<file path="config.mk">
export PLATFORM = sky130hd
export DESIGN_NAME = macro_fifo8_ptrctl
export DESIGN_NICKNAME = d
export VERILOG_FILES = /design/src/rtl/macro_fifo8_pkg.sv /design/src/rtl/macro_rom_incr3.sv /design/src/rtl/macro_fifo8_ptrctl.sv
export SDC_FILE = /design/constraint.sdc
export NUM_CORES = 1
export LEC_CHECK = 0
export CAP_MARGIN = 10
export CORE_ASPECT_RATIO = 0.75
export CORE_MARGIN = 2
export CORE_UTILIZATION = 40
export DETAILED_ROUTE_END_ITERATION = 6
export PLACE_DENSITY = 0.67
export SLEW_MARGIN = 20
export SYNTH_ARGS = -nofsm -noshare
export SYNTH_HDL_FRONTEND = slang
export SYNTH_HIERARCHICAL = 1
export SYNTH_SLANG_ARGS = --single-unit
</file>
<file path="constraint.sdc">
create_clock -name clk -period 5.2 [get_ports clk]
set_clock_uncertainty 0.1 [all_clocks]
set_input_delay 1.04 -clock clk [delete_from_list [all_inputs] [get_ports clk]]
set_output_delay 1.04 -clock clk [all_outputs]
set_load 0.01 [all_outputs]
</file>
<file path="src/rtl/macro_fifo8_pkg.sv">
// -----------------------------------------------------------------------------
// macro_fifo8_pkg
// Shared constants and types for the 8-entry pointer-controlled FIFO.
//   DEPTH  : number of storage entries
//   PTR_W  : pointer index width (log2 DEPTH)
//   CNT_W  : occupancy width, wide enough for 0..DEPTH
//   ptr_t  : pointer index plus the phase bit that flips on every wrap
// -----------------------------------------------------------------------------
package macro_fifo8_pkg;

  localparam int DEPTH = 8;
  localparam int PTR_W = 3;
  localparam int CNT_W = 4;

  // The phase bit tells "same lap" from "one lap ahead" when indices match.
  typedef struct packed {
    logic             ph;
    logic [PTR_W-1:0] idx;
  } ptr_t;

  function automatic logic ptr_empty(input ptr_t wr, input ptr_t rd);
    return (wr.idx == rd.idx) && (wr.ph == rd.ph);
  endfunction

  function automatic logic ptr_full(input ptr_t wr, input ptr_t rd);
    return (wr.idx == rd.idx) && (wr.ph != rd.ph);
  endfunction

endpackage

</file>
<file path="src/rtl/macro_rom_incr3.sv">
// -----------------------------------------------------------------------------
// macro_rom_incr3
// Combinational 3-bit unsigned increment table.
//   d : input value 0..7
//   q : (d + 1) mod 8
//   c : carry, high only when d = 7 (wrap to 0)
// -----------------------------------------------------------------------------
module macro_rom_incr3 (
  input  logic [2:0] d,
  output logic [2:0] q,
  output logic       c
);

  always_comb begin
    // NOTE: every output gets a default before the case so no path can leave
    // a value unassigned, which would otherwise infer a latch.
    q = 3'd0;
    c = 1'b0;
    case (d)
      3'd0: q = 3'd1;
      3'd1: q = 3'd2;
      3'd2: q = 3'd3;
      3'd3: q = 3'd4;
      3'd4: q = 3'd5;
      3'd5: q = 3'd6;
      3'd6: q = 3'd7;
      3'd7: begin
        q = 3'd0;
        c = 1'b1;
      end
    endcase
  end

endmodule

</file>
<file path="src/rtl/macro_fifo8_ptrctl.sv">
// -----------------------------------------------------------------------------
// macro_fifo8_ptrctl
// 8-entry first-word-fall-through FIFO with phase-bit pointer control.
// Full/empty come from comparing read and write pointers including the phase
// bit, so no separate occupancy register is needed for flow control.
//
// Build option:
//   MACRO_FIFO8_COUNT_EN  defined   -> count is a registered occupancy counter
//                         undefined -> count is tied to 0
//
// Ports:
//   clk      : clock, all state on rising edge
//   reset    : synchronous active-high reset (pointers only, not storage)
//   s_valid  : push request
//   s_ready  : not full
//   s_data   : push payload [DATA_W]
//   m_valid  : not empty
//   m_ready  : pop acceptance
//   m_data   : head-of-queue payload [DATA_W], valid only with m_valid
//   count    : occupancy 0..8 (see build option)
// -----------------------------------------------------------------------------
module macro_fifo8_ptrctl
  import macro_fifo8_pkg::*;
#(
  parameter int DATA_W = 8
) (
  input  logic              clk,
  input  logic              reset,
  input  logic              s_valid,
  output logic              s_ready,
  input  logic [DATA_W-1:0] s_data,
  output logic              m_valid,
  input  logic              m_ready,
  output logic [DATA_W-1:0] m_data,
  output logic [CNT_W-1:0]  count
);

  ptr_t             wr;
  ptr_t             rd;
  logic [PTR_W-1:0] wr_idx_nxt;
  logic [PTR_W-1:0] rd_idx_nxt;
  logic             wr_carry;
  logic             rd_carry;
  logic             full;
  logic             empty;
  logic             push;
  logic             pop;

  logic [DATA_W-1:0] mem [DEPTH];

  // Pointer successors come from the shared increment table.
  macro_rom_incr3 u_wr_incr (
    .d (wr.idx),
    .q (wr_idx_nxt),
    .c (wr_carry)
  );

  macro_rom_incr3 u_rd_incr (
    .d (rd.idx),
    .q (rd_idx_nxt),
    .c (rd_carry)
  );

  // Flow control depends on registered pointers only, never on the
  // requesting side's valid/ready, so there is no combinational loop.
  assign full    = ptr_full(wr, rd);
  assign empty   = ptr_empty(wr, rd);
  assign s_ready = !full;
  assign m_valid = !empty;

  assign push = s_valid && s_ready;
  assign pop  = m_valid && m_ready;

  // Fall-through read: the head entry is visible as soon as it is written.
  assign m_data = mem[rd.idx];

  always_ff @(posedge clk) begin
    if (reset) begin
      // NOTE: sequential state uses non-blocking assignments so every
      // register samples pre-edge values regardless of statement order.
      wr <= '0;
      rd <= '0;
    end else begin
      if (push) begin
        wr.idx <= wr_idx_nxt;
        wr.ph  <= wr.ph ^ wr_carry;
      end
      if (pop) begin
        rd.idx <= rd_idx_nxt;
        rd.ph  <= rd.ph ^ rd_carry;
      end
    end
  end

  // NOTE: the storage array has no reset; contents behind the read pointer
  // are never observed, and leaving it unreset lets it map to plain RAM.
  always_ff @(posedge clk) begin
    if (push) begin
      mem[wr.idx] <= s_data;
    end
  end

`ifdef MACRO_FIFO8_COUNT_EN
  logic [CNT_W-1:0] occ;

  always_ff @(posedge clk) begin
    if (reset) begin
      occ <= '0;
    end else begin
      case ({push, pop})
        2'b10:   occ <= occ + CNT_W'(1);
        2'b01:   occ <= occ - CNT_W'(1);
        default: occ <= occ;
      endcase
    end
  end

  assign count = occ;
`else
  assign count = 4'd0;
`endif

endmodule

</file>
# --- Yosys cells after proc, flatten, opt, wreduce, memory -nomap -nowiden ---
# Memories as Yosys holds them, arrays and structs flattened. A register that Yosys moved wholly into a read port is not among the register bits.
# Index checks and enable logic that the tools add are counted.
classes:
  addsub: 0
  n_mul: 0
  div: 0
  order_cmp: 0
  n_eq_ne: 17
  shift: 0
  mux: 8
  bitwise_logic: 2
  n_reduce_logical: 8
op_table:
  columns: ["cell", "n"]
  rows:
  - ["$pmux W3 S8", 2]
  - ["$eq A3 B3 Y1 const B", 8]
  - ["$eq A3 B2 Y1 const B", 4]
  - ["$eq A3 B1 Y1 const B", 2]
  - ["$logic_not A3 Y1", 2]
  - ["$mux W3", 2]
  - ["$logic_and A1 B1 Y1", 4]
  - ["$mux W1", 4]
  - ["$eq A3 B3 Y1", 1]
  - ["$logic_not A1 Y1", 2]
  - ["$xor A1 B1 Y1", 2]
  - ["$eq A1 B1 Y1", 1]
  - ["$ne A1 B1 Y1", 1]
word_totals:
  reg_bits: 8
  latch_bits: 0
  ram_bits: 64
  romBits: 0
  in_bits: 12
  out_inout_bits: 14
  elab_cells: 40
  memories: 1
memory_table:
  columns: ["memory", "depth", "width", "read_ports", "rd_ports_with_merged_regs", "write_ports", "line_no", "text"]
  rows:
  - ["mem", 8, 8, 1, 1, 1, "macro_fifo8_ptrctl.sv:49", "logic [DATA_W-1:0] mem [DEPTH];"]

# --- Longest topological paths before layout ---
# Gate-level depths: netlist of the first run.
depth:
  ltp_word: 6
  mapped_depth: 4
  ltp_nobuf: 4

# --- Hierarchy ---
# The synthesis of the first run kept the hierarchy.
modules_own_cells:
  columns: ["mod", "n_inst", "cells_each", "area_per_inst_um2", "seq_area_each_um2"]
  rows:
  - ["macro_fifo8_ptrctl", 1, 172, 3166.8, 2142.1]
  - ["macro_rom_incr3", 2, 5, 35.0, 0.0]

# --- Least setup slack after synthesis of the first run ---
# No wires, ideal clock.
synth_path:
  path_type: "input port to flip-flop"
  from: "input port s_valid"
  to: "memory mem[0][0], enable pin"
  arrival_ns: 2.094
  setup_slack_ns: 2.623
  stages: 2
  n_path_buf: 0
  path_cell_list: "or3b_2 -> nor3_1"
synth_via:
  elab_chain_cells: 3
synth_lines:
  columns: ["element", "line_no", "text"]
  rows:
  - ["from (decl)", "macro_fifo8_ptrctl.sv:29", "input logic s_valid,"]
  - ["$logic_and A1 B1 Y1", "macro_fifo8_ptrctl.sv:71", "assign push = s_valid && s_ready;"]
  - ["$mux W1", "macro_fifo8_ptrctl.sv:98", "if (push) begin"]
  - ["$mux W1 (implied by the code)", "macro_fifo8_ptrctl.sv:99", "mem[wr.idx] <= s_data;"]
  - ["to (decl)", "macro_fifo8_ptrctl.sv:49", null]
# Every way passes these cells.

==> results of run 1 <==
[where the power goes]
group	internal [mW]	switching [mW]
Clock	0.271	0.211
Sequential	0.671	0.0323
Combinational	0.103	0.0678
[layout make-up]
cell class,instances,area [um2],share of cell area
clock inverter,6,88.8,0.0235
sequential,75,2140,0.568
multi-input combinational,93,1040,0.276
clock buffer,10,128,0.0338
inverter,4,15.0,0.00398
tap,105,131,0.0348
timing repair buffer,23,225,0.0597
[worst max-delay path, delay by kind of cell, from the launching register on]
family | cells | cell delay, ns
buffers and inverters | 1 | 0.47
DFF | 1 | 0.90
muxes | 2 | 0.97
[kinds of logic (layout without fill, tap and decap cells)]
family | count (synthesis) | in the layout | synth area share
DFF | 75 | 75 | 0.662
and+or+nand+nor | 38 | 38 | 0.0676
muxes | 33 | 33 | 0.184
buffers and inverters | 17 | 43 | 0.0340
xor gates and xnor gates | 11 | 11 | 0.0298
AOI/OAI and AO/OA | 7 | 7 | 0.0213
other | 1 | 4 | 0.00116
[worst paths after layout]
kind                            slack (ns)                  end  cells after the start
worst max-delay path                  1.38            m_data[4]                      3
worst min-delay path                  0.43   wr[3]$_SDFFE_PP0P_                      2
worst max register to register        2.52  mem[4][6]$_DFFE_PP_                      3
worst min register to register        0.43   wr[3]$_SDFFE_PP0P_                      2
[layer usage]
metal  up-vias  wire length [um]  GRT usage
met5         -                 0          0
met4         0                59     0.0462
met3         6               191     0.0468
met2        28              2600      0.207
met1       824              2830      0.195
li1        765                 -          -
[metrics by stage]
stage                     hold WS, ns  cells   util  cell area (um2)  setup slack [ns]
after floorplan                 0.379    185      -             3250              2.62
after global placement          0.406    300  0.448             3530              1.70
after detailed placement        0.415    300  0.449             3540              1.61
after CTS                       0.427    316  0.477             3760              1.21
after global routing            0.464    316  0.479             3770              1.26
final                           0.428    316  0.479             3770              1.38
[sequential cells by signal, summed over array words and instances, names as in the netlist, named ones only]
register  cells
mem          64
rd            4
wr            4
[layout by cell type (no fill, tap or decap), types with 2 or more instances in the layout]
master / netlist / layout
bufinv_16: 0 / 2
conb_1: 1 / 4
nand4_1: 2 / 2
and3_2: 2 / 2
clkdlybuf4s50_1: 0 / 21
nand2_1: 6 / 6
mux2_2: 8 / 8
xor2_1: 5 / 5
clkbuf_8: 0 / 9
nor2_1: 2 / 2
mux2i_1: 9 / 9
inv_1: 4 / 4
nand2_2: 2 / 2
dfxtp_1: 11 / 11
edfxtp_1: 64 / 64
nor3_1: 4 / 2
nand2b_1: 12 / 12
nand3_1: 2 / 2
mux4_1: 15 / 15
xnor2_1: 6 / 6
a31oi_1: 2 / 2
nor4_4: 0 / 2
buf_4: 5 / 2
a311o_1: 2 / 2
nor3_2: 0 / 2
==> summary.txt, run 1 <==
Place
  – DPL Wire Length: about 3.5 mm
  – RePlAce Congestion: slightly below 0.7
  – Input/output buffers: 21

GRT
  – Largest net degree at the start of global routing: 17
  – Initial antenna violation count: 0
  – Total gr overflow: 0
  – Vias in the first global route: approximately 1,600
  – First-pass GRT wire length: around 8.7 mm
  – Total track usage: 0.140

Synth
  – Most frequent cell after synthesis: edfxtp_1
  – Post-Syn Area per Cell: about 18 um2
  – Yosys warns: 6
  – Synth cell count leaders: 64 x edfxtp_1, 15 x mux4_1, 12 x nand2b_1
  – Post-synth EDFFs: 64
  – Synth top area cells: edfxtp_1 59%, mux4_1 12%, dfxtp_1 6.8%
  – Synth unique cells: 33
  – Mapped Area: around 0.0032 mm2
  – Yosys reg bits: 75
  – Post-synth top area share: 0.594
  – Post-synth top area cell: edfxtp_1
  – Ys async rst share: 0
  – Post-Syn Instances: between 150 and 200
  – Synth Flop Type: edfxtp_1
  – Sequential area share after synthesis: 0.662

CTS
  – Clock insertion delay at the later pin of the skew report: 0.34 ns
  – Root Driver: clkbuf_8
  – Clock sink count: between 70 and 80
  – Post-CTS Hold Buffers: 0
  – Clock H-tree levels: 3
  – Post-CTS Setup Repair Bufs: 0
  – CTS tree: yes
  – Clock buffer depth: 2
  – # resized after CTS: 0
  – Worst-path clk slew: roughly 0.07 ns
  – Num CTS Buffers: 9

Route
  – Post-route ant nets: 0
  – Drt drc: 0
  – DRT Pass-1 Iters: 4
  – Via count: 1,623
  – Starting DRT DRC Count: 63
  – Drt total wl: approximately 5.7 mm
  – Wire per inst: between 15 and 20 um
  – Vias/cell: between 5 and 6

Floorplan
  – Starting density of the core: 0.411
  – Die outline area: ~0.009 mm2
  – Die Wd: between 100 and 150 um
  – Die height: roughly 80 um
  – Ports: 26
  – Core ar.: about 0.0079 mm2
  – Cell Rows: 28

Worst hold path
  – Hold Crit Start: wr[3]$_SDFFE_PP0P_
  – Hold Path Class: reg2reg

Worst setup path
  – FF-to-FF Start: wr[0]$_SDFFE_PP0P_
  – Critical Path RT: ~4.1 ns
  – CP Cell Sequence: mux4_1 > mux2_2 > clkdlybuf4s50_1
  – Maximum fanout along the worst path: 16
  – WP data arrival: approximately 2.7 ns
  – Critical path startpoint category: flip-flop
  – CP Class: reg2out
  – Crit end category: primary output
  – Crit-path max cell delay: 0.90 ns
  – Worst path slowest cell: dfxtp_1

STA
  – Post-Route Setup TNS: 0 ns
  – Fin crit share: 0.734
  – Slew headroom: 0.354
  – Max Clk Rate: 262 MHz
  – Final setup vio count: 0
  – Slew @ Worst Pin: between 0.9 and 1 ns
  – Slew Limit Fails: 0
  – Fin crit period: approximately 3.8 ns
  – RSZ-0062 raised after global routing: no
  – Final hold vios: 0

Outcome
  – Status: finished, final reports clean

Power and ir drop
  – Lkg Pwr: approximately 1.2 nW
  – Total power: 1.36 mW
  – Pwr Density: between 300 and 400 mW/mm2
  – Worst vdd ir: between 0.0001 and 0.00015 V

Final layout
  – Synthesis-to-layout area growth: 16.5%
  – Ant. Diodes: 0
  – Layout cells sized above 1: 0.171
  – Filler cells: 692
  – Final nets: approximately 220

Flow run
  – Max-cap violation count: 0
Note: power is estimated with default switching activity, not from simulation.
==> inputs of run 2 (changes only) <==
- clock period: 5.2 -> 3.8 ns (I/O delays scaled with it)
==> run 2 against run 1 <==
Power grew 32%. Register-to-register slack worse by 1.2 ns. Via count rose by 3.3%. Hold slack got worse by 0.0070 ns. Clock-buffer cell count unchanged. Final cell count rose by 2.8%. Global-route usage is essentially flat. Worst setup slack worse by 0.76 ns. Wire length fell by 2.3%. Clock power up 23%. Combinational power up 49%. Non-clock buffer count rose by 9. Critical path type unchanged. Critical endpoint unchanged.
==> summary.txt, run 2 (synthesized netlist as in run 1, its figures left out) <==
STA
  – Final hold vios: 0 (unchanged)
  – Fin crit share: 0.835
  – Slew Limit Fails: 0 (unchanged)
  – Post-Route Setup TNS: 0 ns (unchanged)
  – Slew @ Worst Pin: 0.683 ns (was 0.966 ns)
  – Worst hold margin: 0.421 ns (was 0.428 ns)
  – RSZ-0062 raised after global routing: no (unchanged)
  – Max Clk Rate: 315 MHz
  – Final setup vio count: 0 (unchanged)
  – Slew headroom: 0.539 (was 0.354)
  – Fin crit period: 3.17 ns

CTS
  – CTS tree: yes (unchanged)
  – Clock insertion delay at the later pin of the skew report: 0.34 ns (about the same)
  – Clock H-tree levels: 3 (unchanged)
  – Post-CTS Hold Buffers: 0 (unchanged)
  – # resized after CTS: 0 (unchanged)
  – Clock sink count: 75 (unchanged)
  – Num CTS Buffers: 9 (unchanged)
  – Root Driver: clkbuf_8 (unchanged)
  – Post-CTS Setup Repair Bufs: 0 (unchanged)
  – Clock buffer depth: 2 (unchanged)
  – Worst-path clk slew: 0.08 ns (was 0.07 ns)

GRT
  – M1 GR Usage: 0.172 (was 0.195)
  – M3 GR Usage: 0.0563 (was 0.0468)
  – Met2 GRT Util: 0.230 (was 0.207)
  – Vias in the first global route: 1,706 (was 1,588)
  – Initial antenna violation count: 0 (unchanged)
  – Total gr overflow: 0 (unchanged)
  – Layer carrying the most global-route usage: met2 (unchanged)
  – Largest net degree at the start of global routing: 17 (unchanged)
  – First-pass GRT wire length: 8.71 mm (was 8.72 mm)
  – Total track usage: 0.140 (about the same)

Route
  – Drt drc: 0 (unchanged)
  – Drt total wl: 5.55 mm (was 5.68 mm)
  – DRT Pass-1 Iters: 4 (unchanged)
  – Via count: 1,676 (was 1,623)
  – Wire per inst: 17.1 um (was 18.0 um)
  – Vias/cell: 5.16 (was 5.14)
  – Starting DRT DRC Count: 67 (was 63)
  – Post-route ant nets: 0 (unchanged)

Worst setup path
  – Critical path startpoint category: flip-flop (unchanged)
  – CP Class: reg2out (unchanged)
  – Cell family with most CP delay: multiplexers (unchanged)
  – Crit-path max cell delay: 0.63 ns (was 0.90 ns)
  – Maximum fanout along the worst path: 16 (unchanged)
  – Crit end category: primary output (unchanged)
  – CP Cell Sequence: buf_4 > mux4_1 > mux2_2 > clkdlybuf4s50_1 (was mux4_1 > mux2_2 > clkdlybuf4s50_1)
  – WP data arrival: 2.31 ns (was 2.68 ns)
  – Worst path slowest cell: mux4_1 (was dfxtp_1)
  – Critical Path RT: 2.94 ns (was 4.06 ns)
  – CP Buf/Inv Count: 2 (was 1)

Final layout
  – Fin area: 0.00378 mm2 (was 0.00377 mm2)
  – Max reg flops: 64 (unchanged)
  – Top reg by flops: mem (unchanged)
  – Ant. Diodes: 0 (unchanged)
  – Most common cell after layout, fill and taps aside: edfxtp_1 (unchanged)
  – Commonest non-fill, non-tap cells in the layout: 64 x edfxtp_1, 21 x clkdlybuf4s50_1, 15 x mux4_1 (unchanged)
  – Synthesis-to-layout area growth: 16.9% (was 16.5%)
  – Layout cells sized above 1: 0.195 (was 0.171)
  – Non-Filler Instances: 325 (was 316)
  – Filler cells: 681 (was 692)
  – Largest regs: mem: 64 flops, rd: 4 flops, wr: 4 flops (unchanged)
  – Reg area: 0.00214 mm2 (unchanged)
  – Multi-input logic area: 0.00101 mm2 (was 0.00104 mm2)
  – Final nets: 227 (was 218)

Power and ir drop
  – Logic pwr share: 0.142 (was 0.126)
  – Clk pwr share: 0.332 (was 0.356)
  – P_int: 1.37 mW (was 1.05 mW)
  – Pwr Density: 474 mW/mm2 (was 360 mW/mm2)
  – Worst vdd ir: 0.000201 V (was 0.000141 V)
  – Sw frac: 0.236 (was 0.229)
  – Seq pwr share: 0.526 (was 0.518)
  – Lkg Pwr: 1.25 nW (was 1.22 nW)
  – Total power: 1.79 mW (was 1.36 mW)
  – Net switching power: 424 uW (was 311 uW)

Floorplan
  – Die Wd: 108 um (unchanged)
  – Core ar.: 0.00788 mm2 (unchanged)
  – Cell Rows: 28 (unchanged)
  – Die outline area: 0.00884 mm2 (unchanged)
  – Die height: 81.9 um (unchanged)
  – Ports: 26 (unchanged)
  – Starting density of the core: 0.411 (unchanged)

Place
  – RePlAce Congestion: 0.702 (was 0.691)
  – Post-DP Area: 0.00359 mm2 (was 0.00354 mm2)
  – Placed insts: 309 (was 300)
  – DPL Wire Length: 3.52 mm (was 3.48 mm)
  – Input/output buffers: 21 (unchanged)

Outcome
  – Status: finished, final reports clean (unchanged)

Flow run
  – Max-cap violation count: 0 (unchanged)

Worst hold path
  – Hold Path Class: reg2reg (unchanged)
## run 2: changes by cell type in the layout (fill, tap and decap cells not counted), moves of 2 or more
cell and change:
nor4_4 -2, nor3_2 -2, nor3_1 +2, buf_4 +9, clkinv_2 +2
## run 2: through the flow
stage | utilization | worst slack, ns
after floorplan | - | 1.46
after global placement | 0.455 | 1.01
after detailed placement | 0.455 | 0.993
after CTS | 0.480 | 0.603
after global routing | 0.480 | 0.538
final | 0.480 | 0.626
## run 2: path summary, 6_finish.rpt
path,start,slack [ns],end,depth (start not counted)
worst min register to register,wr[3]$_SDFFE_PP0P_,0.42,wr[3]$_SDFFE_PP0P_,2
worst min-delay path,wr[3]$_SDFFE_PP0P_,0.42,wr[3]$_SDFFE_PP0P_,2
worst max register to register,wr[0]$_SDFFE_PP0P_,1.36,mem[1][3]$_DFFE_PP_,5
worst max-delay path,flip-flop,0.63,m_data[4],4
## run 2: layer usage
layer	wire length (um)	share of wire	vias to the layer above
met3	275	0.050	4
met4	35	0.0063	0
met5	0	0	-
met1	2610	0.47	849
li1	-	-	787
met2	2630	0.47	36
## run 2: area by class of cell
cell class / count / share of cell area
clock inverters: 6 / 0.0172
clock buffers: 10 / 0.0337
inverters: 4 / 0.00397
flip-flops and latches: 75 / 0.566
repair buffers: 32 / 0.0774
multi-input cells: 93 / 0.267
well taps: 105 / 0.0347
## run 2: tightest hold or removal path, stage by stage (launching register included)
cell     delay, ns
dfxtp_1       0.35
nand2_1       0.07
a31oi_1       0.06
## run 2: power groups by stage
stage | Clock (mW) | Combinational (mW) | Sequential (mW)
after floorplan | 0 | 0.185 | 0.948
after global routing | 0.646 | 0.277 | 0.947
final | 0.594 | 0.255 | 0.943
after global placement | 0 | 0.254 | 0.961
after CTS | 0.609 | 0.259 | 0.943
after detailed placement | 0 | 0.258 | 0.962
==> inputs of run 3 (changes only) <==
- PLACE_DENSITY: 0.67 -> 0.7
- clock period: 3.8 -> 2.77 ns (I/O delays scaled with it)
==> run 3 against run 2 <==
Hold slack improved by 0.0033 ns. Highest routed layer unchanged. Critical endpoint is now m_data[3]. Power increased by 30%. Critical path depth unchanged. Sequential power increased by 36%. Non-clock buffer count increased by 5. First-iteration DRC count increased by 120%. Core utilization increased by 0.13 points. Sequential share of layout area decreased by 0.12 points. Final cell count increased by 1.5%. Clock power increased by 15%. Combinational power increased by 43%. Wire length increased by 3.9%.
==> summary.txt, run 3 (synthesized netlist as in run 1, its figures left out) <==
Final layout
  – Top reg by flops: mem (unchanged)
  – Max reg flops: 64 (unchanged)
  – Largest regs: mem: 64 flops, rd: 4 flops, wr: 4 flops (unchanged)
  – Ant. Diodes: 0 (unchanged)
  – Filler cells: 695 (was 681)
  – Fin area: 0.00379 mm2 (was 0.00378 mm2)
  – Synthesis-to-layout area growth: 17.2% (was 16.9%)
  – Most common cell after layout, fill and taps aside: edfxtp_1 (unchanged)
  – Final nets: 232 (was 227)
  – Layout cells sized above 1: 0.218 (was 0.195)
  – Commonest non-fill, non-tap cells in the layout: 64 x edfxtp_1, 15 x mux4_1, 14 x buf_4 (was 64 x edfxtp_1, 21 x clkdlybuf4s50_1, 15 x mux4_1)

Power and ir drop
  – Pwr Density: 615 mW/mm2 (was 474 mW/mm2)
  – Lkg Pwr: 1.29 nW (was 1.25 nW)
  – Worst vdd ir: 0.000245 V (was 0.000201 V)

Flow run
  – Max-cap violation count: 0 (unchanged)

Route
  – Vias/cell: 5.14 (was 5.16)
  – Wire per inst: 17.5 um (was 17.1 um)
  – Drt drc: 0 (unchanged)
  – Via count: 1,695 (was 1,676)
  – DRT Pass-1 Iters: 4 (unchanged)
  – Drt total wl: 5.77 mm (was 5.55 mm)
  – Starting DRT DRC Count: 145 (was 67)
  – Post-route ant nets: 0 (unchanged)

STA
  – Final setup vio count: 0 (unchanged)
  – Slew headroom: 0.468 (was 0.539)
  – Slew @ Worst Pin: 0.796 ns (was 0.683 ns)
  – Worst setup margin: 0.120 ns (was 0.626 ns)
  – Worst hold margin: 0.424 ns (was 0.421 ns)
  – RSZ-0062 raised after global routing: no (unchanged)
  – Final hold vios: 0 (unchanged)
  – Max Clk Rate: around 380 MHz
  – Fin crit period: 2.65 ns
  – Fin crit share: 0.957
  – Slew Limit Fails: 0 (unchanged)
  – Post-Route Setup TNS: 0 ns (unchanged)

Worst setup path
  – Critical Path RT: 2.12 ns (was 2.94 ns)
  – Critical path startpoint category: flip-flop (unchanged)
  – WP data arrival: 2.00 ns (was 2.31 ns)
  – Maximum fanout along the worst path: 7 (was 16)
  – CP Class: reg2out (unchanged)
  – Crit end category: primary output (unchanged)

CTS
  – Clock H-tree levels: 3 (unchanged)
  – Clock insertion delay at the later pin of the skew report: 0.35 ns (was 0.34 ns)
  – Num CTS Buffers: 9 (unchanged)
  – Root Driver: clkbuf_8 (unchanged)
  – Worst-path clk slew: 0.08 ns (about the same)
  – CTS tree: yes (unchanged)
  – Clock buffer depth: 2 (unchanged)
  – Clock sink count: 75 (unchanged)

Floorplan
  – Die Wd: 108 um (unchanged)
  – Die height: 81.9 um (unchanged)
  – Die outline area: 0.00884 mm2 (unchanged)
  – Starting density of the core: 0.411 (unchanged)
  – Core ar.: 0.00788 mm2 (unchanged)
  – Ports: 26 (unchanged)
  – Cell Rows: 28 (unchanged)

GRT
  – Vias in the first global route: 1,693 (was 1,706)
  – Initial antenna violation count: 0 (unchanged)
  – Largest net degree at the start of global routing: 17 (unchanged)
  – Total track usage: 0.147 (was 0.140)
  – Total gr overflow: 0 (unchanged)
  – First-pass GRT wire length: 8.98 mm (was 8.71 mm)

Place
  – Input/output buffers: 21 (unchanged)
  – DPL Wire Length: 3.67 mm (was 3.52 mm)
  – RePlAce Congestion: 0.815 (was 0.702)
  – Post-DP Area: 0.00362 mm2 (was 0.00359 mm2)
  – Pre-CTS WS: 0.259 ns (was 0.993 ns)

Worst hold path
  – Hold Path Class: reg2reg (unchanged)

Outcome
  – Status: finished, final reports clean (unchanged)
==> run 3: cell types whose count changed in the layout (fill, tap and decap cells not counted), moves of 2 or more <==
cell and delta:
dlygate4sd2_1 +8, buf_4 +3, buf_6 +2, clkinv_2 +2, clkdlybuf4s50_1 -8
==> run 3: power by group <==
group / total (mW) / switching [mW] / internal [mW]
logic: 0.364 / 0.167 / 0.197
registers: 1.28 / 0.0240 / 1.26
clock network: 0.685 / 0.368 / 0.317
total: 2.33 / 0.558 / 1.77
==> run 3: routing by layer <==
layer  GRT usage  wire length [um]  part of all wire
met1       0.187              2690              0.47
met4      0.0615                58             0.010
met2       0.230              2710              0.47
met3      0.0540               302             0.052
met5           0                 0                 0
==> run 3: worst max-delay path, cell delays in order, from the launching register on <==
cell	delay [ns]
dfxtp_2	0.37
buf_6	0.16
mux4_1	0.54
mux2_2	0.29
dlygate4sd2_1	0.29
==> run 3: cell type report <==
type / count / area, um2 / area share
inverters: 4 / 15.0 / 0.00396
clock inverters: 6 / 32.5 / 0.00858
clock buffers: 10 / 128 / 0.0337
repair buffers: 37 / 328 / 0.0864
well taps: 105 / 131 / 0.0346
multi-input cells: 93 / 1010 / 0.268
flip-flops and latches: 75 / 2140 / 0.565
==> run 3: path summary, 6_finish.rpt <==
path / startpoint / cells past startpoint / slack, ns / endpoint
max: flip-flop / 4 / 0.12 / m_data[3]
min: wr[3]$_SDFFE_PP0P_ / 2 / 0.42 / wr[3]$_SDFFE_PP0P_
max reg2reg: rd[0]$_SDFFE_PP0P_ / 3 / 0.52 / mem[7][5]$_DFFE_PP_
min reg2reg: wr[3]$_SDFFE_PP0P_ / 2 / 0.42 / wr[3]$_SDFFE_PP0P_
==> run 3: timing repair <==
item | 4_1_cts | 5_1_grt
resized for setup | 12 | 1
hold buffers | 0 | 0
endpoints found under the setup margin | 8 | 1
setup buffers | 0 | 0
gates cloned | 1 | 0
==> run 3: stage by stage <==
| stage | total power, mW | std cells | utilization |
|---|---|---|---|
| 2_1_floorplan | 1.55 | 185 | - |
| 3_3_place_gp | 1.67 | 313 | 0.459 |
| 3_5_place_dp | 1.68 | 313 | 0.459 |
| 4_1_cts | 2.36 | 330 | 0.480 |
| 5_1_grt | 2.44 | 330 | 0.481 |
| 6_report | 2.33 | 330 | 0.481 |
